--- src/rtl/video_map_pkg.sv ---
// Shared video memory map: fetch address table, default frame size and fetch FSM states.
// The DataMemory decode uses vid_addr_hit() so both sides share one table.
package video_map_pkg;

    localparam int VID_NUM_WORDS = 5;
    localparam int VID_TABLE_LEN = 5;

    localparam logic [31:0] VID_ADDR [VID_TABLE_LEN] = '{
        32'h0000_6000, 32'h0000_7000, 32'h0000_8000, 32'h0000_9000, 32'h0001_0000
    };

    typedef enum logic [1:0] {
        IDLE   = 2'd0,
        ISSUE  = 2'd1,
        DRAIN  = 2'd2,
        COMMIT = 2'd3
    } vid_state_e;

    // Out-of-table indices fall back to the first entry.
    function automatic logic [31:0] vid_addr(input int idx);
        logic [31:0] a;
        a = VID_ADDR[0];
        for (int k = 0; k < VID_TABLE_LEN; k++) begin
            if (k == idx) a = VID_ADDR[k];
        end
        return a;
    endfunction

    function automatic logic vid_addr_hit(input logic [31:0] addr);
        logic hit;
        hit = 1'b0;
        for (int k = 0; k < VID_TABLE_LEN; k++) begin
            if (addr == VID_ADDR[k]) hit = 1'b1;
        end
        return hit;
    endfunction

endpackage

--- src/rtl/vid_capture_pipe.sv ---
// Delays the issue valid/index by the memory read latency so each staging word
// is written in the cycle its read data is on DataVideo.
module vid_capture_pipe #(
    parameter int READ_LAT = 1,
    parameter int IW       = 3
) (
    input  logic          clk,
    input  logic          reset,
    input  logic          in_valid,
    input  logic [IW-1:0] in_idx,
    output logic          cap_valid,
    output logic [IW-1:0] cap_idx
);

    logic [READ_LAT-1:0]         vld_d, vld_q;
    logic [READ_LAT-1:0][IW-1:0] idx_d, idx_q;

    always_comb begin
        vld_d    = vld_q;
        idx_d    = idx_q;
        vld_d[0] = in_valid;
        idx_d[0] = in_idx;
        for (int s = 1; s < READ_LAT; s++) begin
            vld_d[s] = vld_q[s-1];
            idx_d[s] = idx_q[s-1];
        end
    end

    // Clearing on reset drops any read still in flight.
    always_ff @(posedge clk) begin
        if (!reset) begin
            vld_q <= '0;
            idx_q <= '0;
        end else begin
            vld_q <= vld_d;
            idx_q <= idx_d;
        end
    end

    assign cap_valid = vld_q[READ_LAT-1];
    assign cap_idx   = idx_q[READ_LAT-1];

endmodule

--- src/rtl/video_fetch_sched.sv ---
// Per-frame video fetch: on vblank_start reads NUM_WORDS words from the video port
// into staging, then commits them to snap_words atomically.
module video_fetch_sched
    import video_map_pkg::*;
#(
    parameter int NUM_WORDS = VID_NUM_WORDS,
    parameter int READ_LAT  = 1
) (
    input  logic                    clk,
    input  logic                    reset,
    input  logic                    vblank_start,
    input  logic                    clr_overrun,
    output logic [31:0]             addr_B,
    input  logic [31:0]             DataVideo,
    output logic [NUM_WORDS*32-1:0] snap_words,
    output logic                    snap_valid,
    output logic                    busy,
    output logic                    frame_done,
    output logic                    overrun
);

    localparam int IW = (NUM_WORDS > 1) ? $clog2(NUM_WORDS) : 1;
    localparam int DW = (READ_LAT > 1) ? $clog2(READ_LAT) : 1;
    localparam int SW = NUM_WORDS * 32;
    localparam logic [IW-1:0] LAST_IDX   = IW'(NUM_WORDS - 1);
    localparam logic [DW-1:0] DRAIN_LOAD = DW'(READ_LAT - 1);

    vid_state_e    state_d, state_q;
    logic [IW-1:0] idx_d, idx_q;
    logic [DW-1:0] drain_d, drain_q;
    logic [31:0]   addr_d, addr_q;
    logic [SW-1:0] stage_d, stage_q;
    logic [SW-1:0] snap_d, snap_q;
    logic          snap_valid_d, snap_valid_q;
    logic          busy_d, busy_q;
    logic          frame_done_d, frame_done_q;
    logic          overrun_d, overrun_q;
    logic          cap_valid;
    logic [IW-1:0] cap_idx;

    vid_capture_pipe #(.READ_LAT(READ_LAT), .IW(IW)) u_cap (
        .clk       (clk),
        .reset     (reset),
        .in_valid  (state_q == ISSUE),
        .in_idx    (idx_q),
        .cap_valid (cap_valid),
        .cap_idx   (cap_idx)
    );

    always_comb begin
        state_d      = state_q;
        idx_d        = idx_q;
        drain_d      = drain_q;
        stage_d      = stage_q;
        snap_d       = snap_q;
        snap_valid_d = snap_valid_q;
        frame_done_d = 1'b0;

        for (int k = 0; k < NUM_WORDS; k++) begin
            if (cap_valid && cap_idx == IW'(k)) stage_d[k*32 +: 32] = DataVideo;
        end

        case (state_q)
            IDLE: begin
                if (vblank_start) begin
                    state_d = ISSUE;
                    idx_d   = '0;
                end
            end
            ISSUE: begin
                if (idx_q == LAST_IDX) begin
                    state_d = DRAIN;
                    drain_d = DRAIN_LOAD;
                end else begin
                    idx_d = idx_q + IW'(1);
                end
            end
            DRAIN: begin
                if (drain_q == '0) state_d = COMMIT;
                else               drain_d = drain_q - DW'(1);
            end
            COMMIT: begin
                snap_d       = stage_q;
                snap_valid_d = 1'b1;
                frame_done_d = 1'b1;
                state_d      = IDLE;
                idx_d        = '0;
            end
            default: state_d = IDLE;
        endcase

        busy_d = (state_d != IDLE);
        addr_d = vid_addr(int'(idx_d));

        // Any vblank outside IDLE (COMMIT included) is dropped and flagged; set beats clear.
        if (vblank_start && state_q != IDLE) overrun_d = 1'b1;
        else if (clr_overrun)                overrun_d = 1'b0;
        else                                 overrun_d = overrun_q;
    end

    always_ff @(posedge clk) begin
        if (!reset) begin
            state_q      <= IDLE;
            idx_q        <= '0;
            drain_q      <= '0;
            addr_q       <= VID_ADDR[0];
            stage_q      <= '0;
            snap_q       <= '0;
            snap_valid_q <= 1'b0;
            busy_q       <= 1'b0;
            frame_done_q <= 1'b0;
            overrun_q    <= 1'b0;
        end else begin
            state_q      <= state_d;
            idx_q        <= idx_d;
            drain_q      <= drain_d;
            addr_q       <= addr_d;
            stage_q      <= stage_d;
            snap_q       <= snap_d;
            snap_valid_q <= snap_valid_d;
            busy_q       <= busy_d;
            frame_done_q <= frame_done_d;
            overrun_q    <= overrun_d;
        end
    end

    assign addr_B     = addr_q;
    assign snap_words = snap_q;
    assign snap_valid = snap_valid_q;
    assign busy       = busy_q;
    assign frame_done = frame_done_q;
    assign overrun    = overrun_q;

endmodule

--- config.mk ---
export PLATFORM = sky130hd
export DESIGN_NAME = video_fetch_sched
export DESIGN_NICKNAME = d
export VERILOG_FILES = /design/src/rtl/video_map_pkg.sv /design/src/rtl/vid_capture_pipe.sv /design/src/rtl/video_fetch_sched.sv
export SDC_FILE = /design/constraint.sdc
export NUM_CORES = 1
export LEC_CHECK = 0
export ABC_AREA = 0
export CAP_MARGIN = 20
export CORE_UTILIZATION = 30
export DETAILED_ROUTE_END_ITERATION = 12
export PLACE_DENSITY_LB_ADDON = 0.05
export SLEW_MARGIN = 15
export SYNTH_ARGS = -nofsm -noshare
export SYNTH_HDL_FRONTEND = slang
export SYNTH_SLANG_ARGS = --single-unit
--- constraint.sdc ---
create_clock -name clk -period 3.2 [get_ports clk]
set_clock_uncertainty 0.05 [all_clocks]
set_input_delay 0.32 -clock clk [delete_from_list [all_inputs] [get_ports clk]]
set_output_delay 0.32 -clock clk [all_outputs]
set_load 0.03 [all_outputs]
==> Word-level counts from Yosys, hierarchy flattened <==
Index checks and enable logic that the tools add are counted.
{ "op_classes": {"add_sub_neg": 2, "eq_ne": 13, "n_mux": 17, "n_bitwise": 1, "reduce_logical": 15} }
{ "ops": {"columns": ["operator", "n"], "rows": [
  ["$mux W17", 3],
  ["$mux W13", 1],
  ["$eq A3 B3 Y1 const A", 3],
  ["$pmux W3 S3", 1],
  ["$pmux W2 S4", 1],
  ["$reduce_bool A2 Y1", 4],
  ["$eq A3 B2 Y1 const B", 2],
  ["$eq A3 B3 Y1 const B", 2],
  ["$logic_and A1 B1 Y1", 6],
  ["$mux W2", 3],
  ["$mux W3", 2],
  ["$mux W1", 5],
  ["$eq A2 B2 Y1 const B", 2],
  ["$reduce_or A4 Y1", 1],
  ["$add A3 B1 Y3 const B", 1],
  ["$eq A2 B3 Y1 const A", 1],
  ["$eq A3 B1 Y1 const B", 1],
  ["$logic_not A3 Y1", 1],
  ["$eq A2 B1 Y1 const B", 1],
  ["$logic_not A2 Y1", 1],
  ["$ne A2 B2 Y1 const B", 1],
  ["$pmux W1 S2", 1],
  ["$reduce_and A2 Y1", 1],
  ["$reduce_or A2 Y1", 1],
  ["other kinds (2)", 2]
]} }
{ "totals": {"ff_bits": 366, "in_bits": 36, "out_inout_bits": 196, "wordCells": 66} }

==> Depth between registers and ports, before layout <==
{ "depth": {"ltp_word": 8, "depth_mapped": 6, "mapped_depth_nobuf": 6} }

==> Cells and area by module <==
From an unflattened synthesis, not the netlist that was laid out.
{ "hier_totals": {"hier_cells": 1153, "hier_area_um2": 11200.7} }
{ "by_module_without_submodules": {"columns": ["module", "instances", "cells_per_inst", "area_per_inst_um2", "seq_area_each_um2"], "rows": [
  ["video_fetch_sched", 1, 1145, 11095.6, 6666.4],
  ["vid_capture_pipe", 1, 8, 105.1, 80.1]
]} }

==> Worst setup path before layout <==
Ideal clock, no wire load.
{ "synth_path": {"kind": "register -> register", "startpoint": "register idx_q[0]", "endpoint": "register addr_q[14] (netlist: addr_B[14])", "setup_ps": 127, "arrival_ps": 1250, "t_required_ps": 3023, "path_slack_ps": 1773, "path_stages_with_launch": 7, "n_path_buf": 0, "synth_period_minus_slack_ps": 1427, "cell_sequence": "dfxtp_1 -> inv_1 -> ha_1 -> and4b_1 -> a211oi_1 -> and3_1 -> a21oi_1"} }
{ "synth_between": {"elab_chain_cells": 7, "word_cells_on_any_way": 11, "classes_between": "1 x add/sub; 4 x eq/ne; 6 x mux"} }
{ "synth_rtl": {"columns": ["item", "line_no", "rtl"], "rows": [
  ["start: declaration", "video_fetch_sched.sv:29", "logic [IW-1:0] idx_d, idx_q;"],
  ["start signal: assignment", "video_fetch_sched.sv:115", "idx_q <= idx_d;"],
  ["$add A3 B1 Y3 or $eq A3 B3 Y1 (tied branches)", "video_fetch_sched.sv:75, video_fetch_sched.sv:71", null],
  ["$mux W3", "video_fetch_sched.sv:71", "if (idx_q == LAST_IDX) begin"],
  ["$pmux W3 S3 *", "video_fetch_sched.sv:63", "case (state_q)"],
  ["$eq A3 B3 Y1", "video_map_pkg.sv:24", "if (k == idx) a = VID_ADDR[k];"],
  ["$mux W17 (2 in series)", "video_map_pkg.sv:24", null],
  ["$mux W17 *", "video_map_pkg.sv:24", null],
  ["end signal: assignment", "video_fetch_sched.sv:106", "addr_q <= VID_ADDR[0];"],
  ["end signal: assignment", "video_fetch_sched.sv:117", "addr_q <= addr_d;"],
  ["end: declaration", "video_fetch_sched.sv:31", "logic [31:0] addr_d, addr_q;"]
]} }
Every way passes the cells marked *; elsewhere a longest branch is shown, timed or not.
A chain may end at the register's enable or synchronous reset.

==> Final worst setup path <==
{ "layout_path": {"startpoint": "register snap_q[51] (netlist: snap_words[51])", "endpoint": "output snap_words[51]"} }
{ "layout_lines": {"columns": ["item", "line_no", "rtl"], "rows": [
  ["start: declaration", "video_fetch_sched.sv:33", "logic [SW-1:0] snap_d, snap_q;"],
  ["start signal: assignment", "video_fetch_sched.sv:119", "snap_q <= snap_d;"],
  ["end: declaration", "video_fetch_sched.sv:15", "output logic [NUM_WORDS*32-1:0] snap_words,"]
]} }
No word-level cell between the ends.

==> metrics <==
status finished, final reports clean; crit path buf inv count 1; Synth area leader sky130_fd_sc_hd__dfxtp_1; sequential fraction of the synthesis area 0.604; transition time at the pin with the least slew margin 0.866 ns; CTS Buf Count 38; delay of the slowest cell on the worst path 0.70 ns; most numerous cell types in the synthesized netlist sky130_fd_sc_hd__dfxtp_1 (337), sky130_fd_sc_hd__nand2_1 (323), sky130_fd_sc_hd__a21oi_1 (164), sky130_fd_sc_hd__a22o_1 (160), sky130_fd_sc_hd__buf_4 (44); P_leak 5.24 nW; startpoint type of the worst setup path register; flip-flop cell with the highest count after synthesis sky130_fd_sc_hd__dfxtp_1; number of port buffers 204; Antenna Violating Nets Remaining 0; CP endpoint kind output pin; Root Buffer sky130_fd_sc_hd__clkbuf_16; CTS tree built; Vias 8460; Post-Syn Instances 1153; pin count of the biggest net entering global routing 73; initial cell density of the core 0.305; number of storage elements in the synthesis netlist 337; clk sinks 337; total number of H-tree levels 2; biggest fanout along the worst timing path 2; dpl ws 0.863 ns; hold crit path type register to register; source-to-sink clock delay at the later pin of the worst-skew pair 0.52 ns; post-CTS resize count 0; proportion of register bits with asynchronous set or reset after synthesis 0; EDFF count, synth 0; final setup TNS 0 ns; share of the synthesized area in the top cell type 0.604; buffer depth of the longest clock path 3; Max Cap Viol 0; Max Clock Freq 0.500 GHz; leading post-synthesis cells by cell area sky130_fd_sc_hd__dfxtp_1 (60%), sky130_fd_sc_hd__a22o_1 (13%), sky130_fd_sc_hd__nand2_1 (11%), sky130_fd_sc_hd__a21oi_1 (7.3%), sky130_fd_sc_hd__buf_4 (3.0%); count of TritonRoute iterations in the first routing pass 5; headroom to the max-slew limit 0.423; post-detailed-placement half-perimeter wirelength 21.3 mm; die footprint 0.0380 mm2; area added between synthesis and finish 31.5%; final routed wire length divided by cell count 18.8 um; Worst Slack Setup Final 1.20 ns; DRC violation count after routing 0; I/O pin total 232; maximum resistive drop on vdd 267 uV; Post-layout nets 1360; buffers inserted during post-CTS setup optimization 0; std cell rows 70; # setup viols final 0; worst path cell trace clkdlybuf4s50_1; cell with the most instances after synthesis sky130_fd_sc_hd__dfxtp_1; # diodes 0; number of global-route vias before repair 8051; Core Footprint 0.0366 mm2; final period utilization 0.626; hold_buf cts 0; mean instance size in the synthesized netlist 9.69 um2; via-per-instance ratio 4.65; Arrival @ worst endpoint 1.63 ns; share of layout cells above drive strength 1 0.0614; warning count from the yosys run 0; number of fillers in the final layout 3682; final hold violation count 0; unique cell type count in the Yosys netlist 32; master of the slowest instance on the critical path sky130_fd_sc_hd__clkdlybuf4s50_1; clock slew seen by the registers of the worst setup and hold paths 0.06 ns; DRT iter0 DRCs 464; cell area after synthesis 0.0112 mm2; antenna violations before repair 0; Worst path top cell family by delay buffers and inverters; data required time at the worst endpoint 2.83 ns; residual overflow from global routing 0; total track usage 0.178; category of the critical setup timing path register to output pin; post-layout minimum cycle time 2.00 ns; unrepaired setup endpoints after global routing no; y dimension of the die 195 um; Pins Over Slew Limit 0; routability cong. 0.726; Power Dens Cells 608 mW/mm2; horizontal die dimension 195 um; global-route wire length before repair 51.9 mm; wire length after detailed routing 34.2 mm
[cells by family (layout without fill, tap and decap cells)]
| group | Yosys count | count (layout) | share of synthesized area |
|---|---|---|---|
| AO/OA/AOI/OAI | 334 | 334 | 0.206 |
| other | 1 | 27 | 0.000335 |
| AND/OR/NAND/NOR | 357 | 357 | 0.127 |
| flip-flops | 337 | 337 | 0.604 |
| buffers and inverters | 122 | 294 | 0.0603 |
| adder cells (fa/ha/maj) | 2 | 2 | 0.00224 |
[worst paths after layout]
check	slack, ns	depth (start not counted)	start	end
worst max register to register	1.22	5	u_cap.cap_idx[2]	stage_q[38]
worst max-delay path	1.20	1	snap_words[51]	snap_words[51]
worst min register to register	0.40	2	stage_q[153]	stage_q[153]
worst min-delay path	0.40	2	stage_q[153]	stage_q[153]
[placed cells by master (no fill, tap or decap), types with 4 or more instances in the layout]
cell type	instances
sky130_fd_sc_hd__and2_1	6
sky130_fd_sc_hd__a21oi_1	164
sky130_fd_sc_hd__clkbuf_16	39
sky130_fd_sc_hd__clkdlybuf4s50_1	204
sky130_fd_sc_hd__clkbuf_8	11
sky130_fd_sc_hd__buf_4	13
sky130_fd_sc_hd__nor2_1	7
sky130_fd_sc_hd__dfxtp_1	337
sky130_fd_sc_hd__a22o_1	160
sky130_fd_sc_hd__nand2_1	323
sky130_fd_sc_hd__conb_1	27
sky130_fd_sc_hd__buf_12	4
sky130_fd_sc_hd__clkbuf_1	13
[metal layers]
layer	part of all wire	global-route usage	up-vias	routed length, um
li1	-	-	4233	-
met1	0.49	0.253	4011	16700
met2	0.46	0.280	182	15600
met3	0.042	0.0323	34	1450
met4	0.012	0.0405	0	417
met5	0	0	-	0
[layout make-up]
class,instances,area [um2],area share
inverters,4,20.0,0.00136
clock buffers,63,1180,0.0800
repair buffers,221,2220,0.151
multi-input cells,720,3870,0.263
flip-flops and latches,337,6750,0.459
clock inverters,6,83.8,0.00570
well taps,468,586,0.0398
[state kept, by name, indices dropped and copies added, names as in the netlist]
signal,count
frame_done,1
u_cap.cap_idx,3
overrun,1
idx_q,3
snap_words,160
state_q,2
addr_B,4
stage_q,160
snap_valid,1
u_cap.cap_valid,1
busy,1
[stage by stage]
step / util / cells / area, um2 / hold WS (ns) / total power [mW]
after detailed placement: 0.367 / 1750 / 13400 / 0.395 / 4.66
after CTS: 0.402 / 1819 / 14700 / 0.385 / 9.06
after global routing: 0.402 / 1819 / 14700 / 0.420 / 9.25
after global placement: 0.367 / 1750 / 13400 / 0.392 / 4.66
final: 0.402 / 1819 / 14700 / 0.402 / 8.93
after floorplan: - / 1179 / 11300 / 0.384 / 4.53
[worst min-delay path, cell delays in order, from the launching register on]
cell,delay (ns)
sky130_fd_sc_hd__dfxtp_1,0.30
sky130_fd_sc_hd__nand2_1,0.05
sky130_fd_sc_hd__a21oi_1,0.05
[report_power, final]
group	total, mW	switching (mW)	internal (mW)
clock	4.37	1.70	2.66
combinational	0.324	0.240	0.0837
sequential	4.24	0.0189	4.22
(Power assumes the default switching activity.)
